`src/rtl/uart_receiver_fsm.sv`:
```
// 8N1 UART receiver: 2-flop synchronizer, mid-bit sampling FSM, registered
// valid / frame_err pulses and a held output byte.
module uart_receiver_fsm #(
   parameter int unsigned CLKS_PER_BIT = 16
) (
   input  logic       clk,
   input  logic       rst,
   input  logic       rx,
   output logic [7:0] dout,
   output logic       valid,
   output logic       frame_err,
   output logic       busy
);

   localparam int unsigned CW = $clog2(CLKS_PER_BIT);
   localparam logic [CW-1:0] CNT_LAST = CW'(CLKS_PER_BIT - 1);
   localparam logic [CW-1:0] CNT_HALF = CW'(CLKS_PER_BIT / 2 - 1);

   typedef enum logic [2:0] {
      IDLE,
      START,
      DATA,
      STOP,
      WAIT_IDLE
   } state_t;

   state_t        state_q, state_d;
   logic [CW-1:0] cnt_q, cnt_d;
   logic [2:0]    idx_q, idx_d;
   logic [7:0]    shift_q, shift_d;
   logic [7:0]    dout_q, dout_d;
   logic          valid_q, valid_d;
   logic          frame_err_q, frame_err_d;
   logic          rx_meta_q, rx_meta_d;
   logic          rx_s_q, rx_s_d;

   always_ff @(posedge clk) begin
      if (rst) begin
         state_q     <= IDLE;
         cnt_q       <= '0;
         idx_q       <= '0;
         shift_q     <= '0;
         dout_q      <= '0;
         valid_q     <= 1'b0;
         frame_err_q <= 1'b0;
         rx_meta_q   <= 1'b1;
         rx_s_q      <= 1'b1;
      end else begin
         state_q     <= state_d;
         cnt_q       <= cnt_d;
         idx_q       <= idx_d;
         shift_q     <= shift_d;
         dout_q      <= dout_d;
         valid_q     <= valid_d;
         frame_err_q <= frame_err_d;
         rx_meta_q   <= rx_meta_d;
         rx_s_q      <= rx_s_d;
      end
   end

   always_comb begin
      state_d     = state_q;
      cnt_d       = cnt_q;
      idx_d       = idx_q;
      shift_d     = shift_q;
      dout_d      = dout_q;
      valid_d     = 1'b0;
      frame_err_d = 1'b0;
      rx_meta_d   = rx;
      rx_s_d      = rx_meta_q;

      unique case (state_q)
         IDLE: begin
            if (!rx_s_q) begin
               state_d = START;
               cnt_d   = '0;
            end
         end
         START: begin
            // Half a bit in: a high line here means the falling edge was noise.
            if (cnt_q == CNT_HALF) begin
               cnt_d = '0;
               idx_d = '0;
               state_d = rx_s_q ? IDLE : DATA;
            end else begin
               cnt_d = cnt_q + 1'b1;
            end
         end
         DATA: begin
            if (cnt_q == CNT_LAST) begin
               cnt_d   = '0;
               shift_d = {rx_s_q, shift_q[7:1]};
               if (idx_q == 3'd7) begin
                  state_d = STOP;
               end else begin
                  idx_d = idx_q + 1'b1;
               end
            end else begin
               cnt_d = cnt_q + 1'b1;
            end
         end
         STOP: begin
            if (cnt_q == CNT_LAST) begin
               cnt_d = '0;
               if (rx_s_q) begin
                  dout_d  = shift_q;
                  valid_d = 1'b1;
                  state_d = IDLE;
               end else begin
                  frame_err_d = 1'b1;
                  state_d     = WAIT_IDLE;
               end
            end else begin
               cnt_d = cnt_q + 1'b1;
            end
         end
         WAIT_IDLE: begin
            if (rx_s_q) begin
               state_d = IDLE;
            end
         end
         default: state_d = IDLE;
      endcase
   end

   assign dout      = dout_q;
   assign valid     = valid_q;
   assign frame_err = frame_err_q;
   assign busy      = (state_q != IDLE);

endmodule

```
`config.mk`:
```
export PLATFORM = sky130hd
export DESIGN_NAME = uart_receiver_fsm
export DESIGN_NICKNAME = d
export VERILOG_FILES = /design/src/rtl/uart_receiver_fsm.sv
export SDC_FILE = /design/constraint.sdc
export NUM_CORES = 1
export LEC_CHECK = 0
export CORE_MARGIN = 3
export CORE_UTILIZATION = 50
export CTS_CLUSTER_DIAMETER = 120
export DETAILED_ROUTE_END_ITERATION = 8
export PLACE_DENSITY = 0.8
export RECOVER_POWER = 50
export SYNTH_ARGS = -nofsm -noshare
export SYNTH_HDL_FRONTEND = slang
export SYNTH_SLANG_ARGS = --single-unit
```
`constraint.sdc`:
```
create_clock -name clk -period 1.27 [get_ports clk]
set_input_delay 0.1905 -clock clk [delete_from_list [all_inputs] [get_ports clk]]
set_output_delay 0.1905 -clock clk [all_outputs]
set_load 0.05 [all_outputs]
```
# ---- Yosys cells after proc, flatten, opt, wreduce, memory -nomap -nowiden
# Index checks and enable logic that the tools add are counted.
dict set report op_classes {
  add_sub_neg 2
  n_reduce_logical 11
  bitwise_logic 2
  multipliers 0
  shifts 0
  muxes 19
  eq_ne 14
  n_div 0
  magnitude_cmp 0
}
# op n
set ops {}
lappend ops {{two-way mux 3 bit} 10}
lappend ops {{case mux 3 bit (5 select lines)} 1}
lappend ops {{inequality test 2 bit, second input constant} 7}
lappend ops {{two-way mux 4 bit} 3}
lappend ops {{case mux 4 bit (3 select lines)} 1}
lappend ops {{== test 3 x 2 -> 1 bit, second input constant} 2}
lappend ops {{== test 3 bit, second input constant} 2}
lappend ops {{case mux 3 bit (2 select lines)} 1}
lappend ops {{AND reduction 6 bit} 1}
lappend ops {{nonzero test 3 bit} 2}
lappend ops {{adder 4 x 1 -> 4 bit, second input constant} 1}
lappend ops {{== test 4 x 3 -> 1 bit, second input constant} 1}
lappend ops {{== test 4 bit, second input constant} 1}
lappend ops {{AND reduction 2 bit} 2}
lappend ops {{AND reduction 4 bit} 1}
lappend ops {{adder 3 x 1 -> 3 bit, second input constant} 1}
lappend ops {{== test 3 x 1 -> 1 bit, second input constant} 1}
lappend ops {{logical NOT 3 bit} 1}
lappend ops {{AND reduction 3 bit} 1}
lappend ops {{OR reduction 3 bit} 1}
lappend ops {{two-way mux 1 bit} 2}
lappend ops {{two-way mux 2 bit} 1}
lappend ops {{inverter 1 bit} 2}
lappend ops {{nonzero test 2 bit} 1}
lappend ops {{OR reduction 2 bit} 1}
dict set report word_totals {
  elab_cells 57
  output_inout_bits 11
  input_bits 3
  rom_bits 0
  regBits 30
  latch_bits 0
  ram_bits 0
  mem_count 0
}

# ---- Logic depth before layout (Yosys ltp)
dict set report depth {
  depth_word 4
  ltp_mapped 6
  ltp_nobuf 5
}

# ---- Worst setup path before layout
# Ideal clock, no wire load.
dict set report synth_timing {
  kind {reg-to-reg}
  startpoint {reg idx_q[0]}
  endpoint {reg idx_q[0]}
  n_path_buf 0
  arrival_time_ns 1.248
  t_required_ns 1.142
  setup_time_ns 0.128
  slack_ns -0.106
  synth_period_minus_slack_ns 1.376
  stages_incl_launch_ff 6
  path_cell_list {dfxtp_1 -> ha_1 -> ha_1 -> and4bb_2 -> o2111ai_2 -> mux2i_1}
}
dict set report synth_between {
  elab_chain_len 4
  word_cells_on_any_way 7
  cone_classes {add/sub (1); eq/ne (2); mux (3); reduce/logical (1)}
}
# element line
set synth_lines {}
lappend synth_lines {{start: declaration} 29} ;# logic [2:0] idx_q, idx_d;
lappend synth_lines {{start signal: assignment} 51} ;# idx_q <= idx_d;
lappend synth_lines {{adder 3 x 1 -> 3 bit} 96} ;# idx_d = idx_q + 1'b1;
lappend synth_lines {{two-way mux 3 bit} 93} ;# if (idx_q == 3'd7) begin
lappend synth_lines {{two-way mux 3 bit} 90} ;# if (cnt_q == CNT_LAST) begin
lappend synth_lines {{case mux 3 bit (2 select lines)} 72} ;# unique case (state_q)
# Several ways; a longest one is shown, not always the timed one. The select of a mux whose other input is x is not followed.
# A chain may end at the register's enable or synchronous reset.

# ---- Worst setup path after layout
dict set report layout_timing {
  startpoint {reg cnt_q[1]}
  endpoint {reg dout_q[5] (netlist: dout[5])}
}
dict set report layout_between {
  elab_chain_len 2
}
# element line
set layout_lines {}
lappend layout_lines {{start: declaration} 28} ;# logic [CW-1:0] cnt_q, cnt_d;
lappend layout_lines {{start signal: assignment} 50} ;# cnt_q <= cnt_d;
lappend layout_lines {{== test 4 bit} 103} ;# if (cnt_q == CNT_LAST) begin
lappend layout_lines {{AND reduction 3 bit (no source line)} -}
lappend layout_lines {{end signal: assignment} 53} ;# dout_q <= dout_d;
lappend layout_lines {{end: declaration} 31} ;# logic [7:0] dout_q, dout_d;
# Every way passes these cells.

==> Flow_metrics.wiki <==
{| class="wikitable"
! Metric !! Value
|-
| Final net count || 182
|-
| Count of port buffers added during placement || 13
|-
| Global-route wire length before repair || 4.974 mm
|-
| Worst flop-to-flop path startpoint || cnt_q[1]$_SDFFE_PP0P_
|-
| Routed length per instance || 16.76 um
|-
| Post-route insts no fill || 206
|-
| Placeable core region || 2567 um^2
|-
| Placement Setup Slack || -124.3 ps
|-
| Maximum count of clock buffers along a single path || 2
|-
| Area growth syn-to-layout || 40.45%
|-
| Violation count after the first detailed-route iteration || 67
|-
| Max-cap check violation count || 0
|-
| Total clock buffers created by CTS || 5
|-
| DIE HEIGHT || 58.94 um
|-
| Initial Utilization || 54.58%
|-
| End of the worst hold path || rx_meta_q$_SDFF_PP1_
|-
| Slew at the pin with the worst max-slew slack || 350.0 ps
|-
| Startpoint of the tightest hold check path || rx
|-
| Sinks on Clock Net || 30
|-
| Max Clk Rate || 724.0 MHz
|-
| Remaining antenna violation count after routing || 0
|-
| Number of global-route vias before repair || 1131
|-
| Root Buffer || sky130_fd_sc_hd__clkbuf_4
|-
| Number of pins exceeding their max-slew limit in the final report || 0
|-
| Synthesis-stage register bit count || 30
|-
| Clock tree skew after final layout || 10.95 ps
|-
| Count of unique library cells instantiated by Yosys || 38
|-
| Final wirelength || 3.453 mm
|-
| Synthesized instance count || 140
|-
| Fill cell count || 165
|-
| GRT Util Overall || 19.04%
|-
| Slew HR || 76.62%
|-
| Setup-failing EPs final || 21
|-
| Syn Area/Cell || 10.01 um^2
|-
| Die ar. || 3474 um^2
|-
| Hold Buf Count CTS || 0
|-
| Post-layout min period || 1381 ps
|-
| DRC violation count after routing || 0
|-
| Worst setup SP type || register
|-
| Routability cong. || 0.8920
|-
| Antenna violations before repair || 0
|-
| Required time of the critical path || 1480 ps
|-
| Clock Pin Slew Worst Setup and Hold Paths || 100 ps
|-
| Hold WS || 435.5 ps
|-
| Ratio of final minimum period to clock period || 108.8%
|-
| Clock tree from TritonCTS || done
|-
| Largest fanout on the critical path || 5
|-
| Setup repair after global routing missed its margin || yes
|-
| Clock insertion delay at the later pin of the skew report || 330 ps
|-
| Endpoint of the lowest-slack register-to-register path || dout[5]$_SDFFE_PP0P_
|-
| Violated checks || setup timing
|-
| Commonest cells after routing, fill and taps aside || 21 x sky130_fd_sc_hd__nand2b_1, 21 x sky130_fd_sc_hd__dfxtp_1, 19 x sky130_fd_sc_hd__mux2i_1
|-
| DR vias/cell || 5.782
|-
| Arr. time, crit path || 1590 ps
|-
| Peak ir drop on the vdd network || 0.9867 mV
|-
| Portion of the post-synthesis area used by sequential elements || 42.86%
|-
| Net count after synthesis || 146
|-
| ANT cells || 0
|-
| Deepest level of the CTS H-tree || 2
|-
| Class of the tightest hold or removal check || input port to register
|-
| Area of the mapped netlist || 1401 um^2
|-
| Warnings from Yosys || 0
|-
| Register-to-register path setup slack || -110 ps
|-
| DR pass1 iterations || 4
|-
| Overflow after GRT || 0
|-
| Share of final-layout standard cells stronger than drive strength 1 || 43.75%
|-
| Power density of the placed cells || 809.3 nW/um^2
|-
| Placed wire-length estimate after detailed placement || 2.073 mm
|-
| Share of the core filled with cells || 76.66%
|-
| Static leakage || 0.8493 nW
|-
| Setup WS post-layout || -111.3 ps
|-
| Pin count of the biggest net entering global routing || 20
|-
| FF-to-FF path depth || 5
|-
| # IOs || 14
|-
| Final Hold Viols || 0
|-
| Crit end category || register
|-
| Kind of critical path || register to register
|-
| Cell Count Post-Placement || 190
|-
| Count of standard-cell rows || 18
|-
| Status || finished, violations left
|-
| Hold path cells || 2
|-
| Vias after detailed routing || 1191
|-
| Die width || 58.94 um
|}
## through the flow
step           area (um^2)  setup TNS (ps)  power (mW)
2_1_floorplan         1468          -277.0       1.031
3_3_place_gp          1813          -472.3       1.071
3_5_place_dp          1813          -921.5       1.074
4_1_cts               1956          -739.5       1.601
5_1_grt               1968           -2854       1.653
6_report              1968           -1335       1.593
## cells by family after synthesis
logic type	after synthesis	synth area share [%]
adder cells (fa/ha/maj)	3	2.679
multiplexers	20	14.37
AND/OR/NAND/NOR	52	23.75
flip-flops	30	42.86
AO/OA/AOI/OAI	20	10.71
buffers and inverters	15	5.624
## worst max-delay path by stage
| stage | startpoint | depth (start not counted) | to | slack, ps |
|---|---|---|---|---|
| after floorplan | idx_q[1]$_SDFFE_PP0P_ | 5 | idx_q[0]$_SDFFE_PP0P_ | -60 |
| after global placement | rst | 5 | cnt_q[3]$_SDFFE_PP0P_ | -70 |
| after detailed placement | rst | 5 | cnt_q[3]$_SDFFE_PP0P_ | -120 |
| after CTS | idx_q[0]$_SDFFE_PP0P_ | 5 | idx_q[0]$_SDFFE_PP0P_ | -100 |
| after global routing | idx_q[0]$_SDFFE_PP0P_ | 5 | idx_q[0]$_SDFFE_PP0P_ | -180 |
| final | cnt_q[1]$_SDFFE_PP0P_ | 5 | dout[5]$_SDFFE_PP0P_ | -110 |
## Yosys cell counts (all sizes together)
cell	instances	share of area [%]
nor4b	2	1.3
a41oi	1	0.63
o22ai	1	0.45
nor2	2	0.54
inv	4	1.1
a21boi	1	0.54
a2111oi	1	0.71
a21oi	2	0.71
dfxtp	30	43
o21ai	5	1.8
and4b	1	0.71
or2	2	0.89
nor3b	3	2.0
mux2i	19	14
a211oi	2	1.4
or3	1	0.45
nor3	2	0.71
nand3	3	1.4
o221ai	1	0.63
nand3b	2	1.1
nand2b	23	10
a22oi	3	1.6
o2111ai	2	1.7
clkbuf	4	1.1
o211ai	1	0.54
ha	3	2.7
and4bb	1	0.89
nor2b	4	1.8
nand2	5	1.3
nand4	1	0.45
buf	7	3.5
mux2	1	0.80
## critical path, cell delays in order, from the launching register on
cell and delay (ps):
sky130_fd_sc_hd__dfxtp_2 360, sky130_fd_sc_hd__ha_4 160, sky130_fd_sc_hd__and4b_1 260, sky130_fd_sc_hd__nand4_1 170, sky130_fd_sc_hd__buf_6 190, sky130_fd_sc_hd__mux2i_1 120
## metal layers
metal  vias up  share of wire, %  track usage [%]
met4         0               2.1            8.414
li1        570                 -                -
met5         -                 0                0
met3         9               3.6            5.702
met2        23                49            31.70
met1       589                45            22.46
## layout make-up
class | instances | area [um^2] | area share (%)
clock inverter | 2 | 10.01 | 0.5086
clock buffer | 5 | 37.54 | 1.907
tap | 30 | 37.54 | 1.907
inverter | 4 | 17.52 | 0.8900
timing repair buffer | 40 | 384.1 | 19.52
sequential | 30 | 614.3 | 31.21
multi-input combinational | 95 | 867.1 | 44.06
## flip-flops by register name, indices dropped and copies added (netlist names)
register and cells:
cnt_q 4, dout 8, frame_err 1, idx_q 3
rx_meta_q 1, rx_s_q 1, shift_q 8, state_q 3
valid 1
## power by group
| part | total [mW] | switching [mW] | internal, mW |
|---|---|---|---|
| registers | 0.954 | 0.00727 | 0.946 |
| clock network | 0.518 | 0.319 | 0.198 |
| logic | 0.121 | 0.0575 | 0.0638 |
| total | 1.59 | 0.384 | 1.21 |
## what timing repair did
item	in CTS	in global routing
buffers inserted	4	4
gates resized for setup	19	18
setup endpoints to repair	20	26
cloned	1	0
hold endpoints to repair	0	0
pin swaps	5	9
Power figures use the tool's default switching activity.
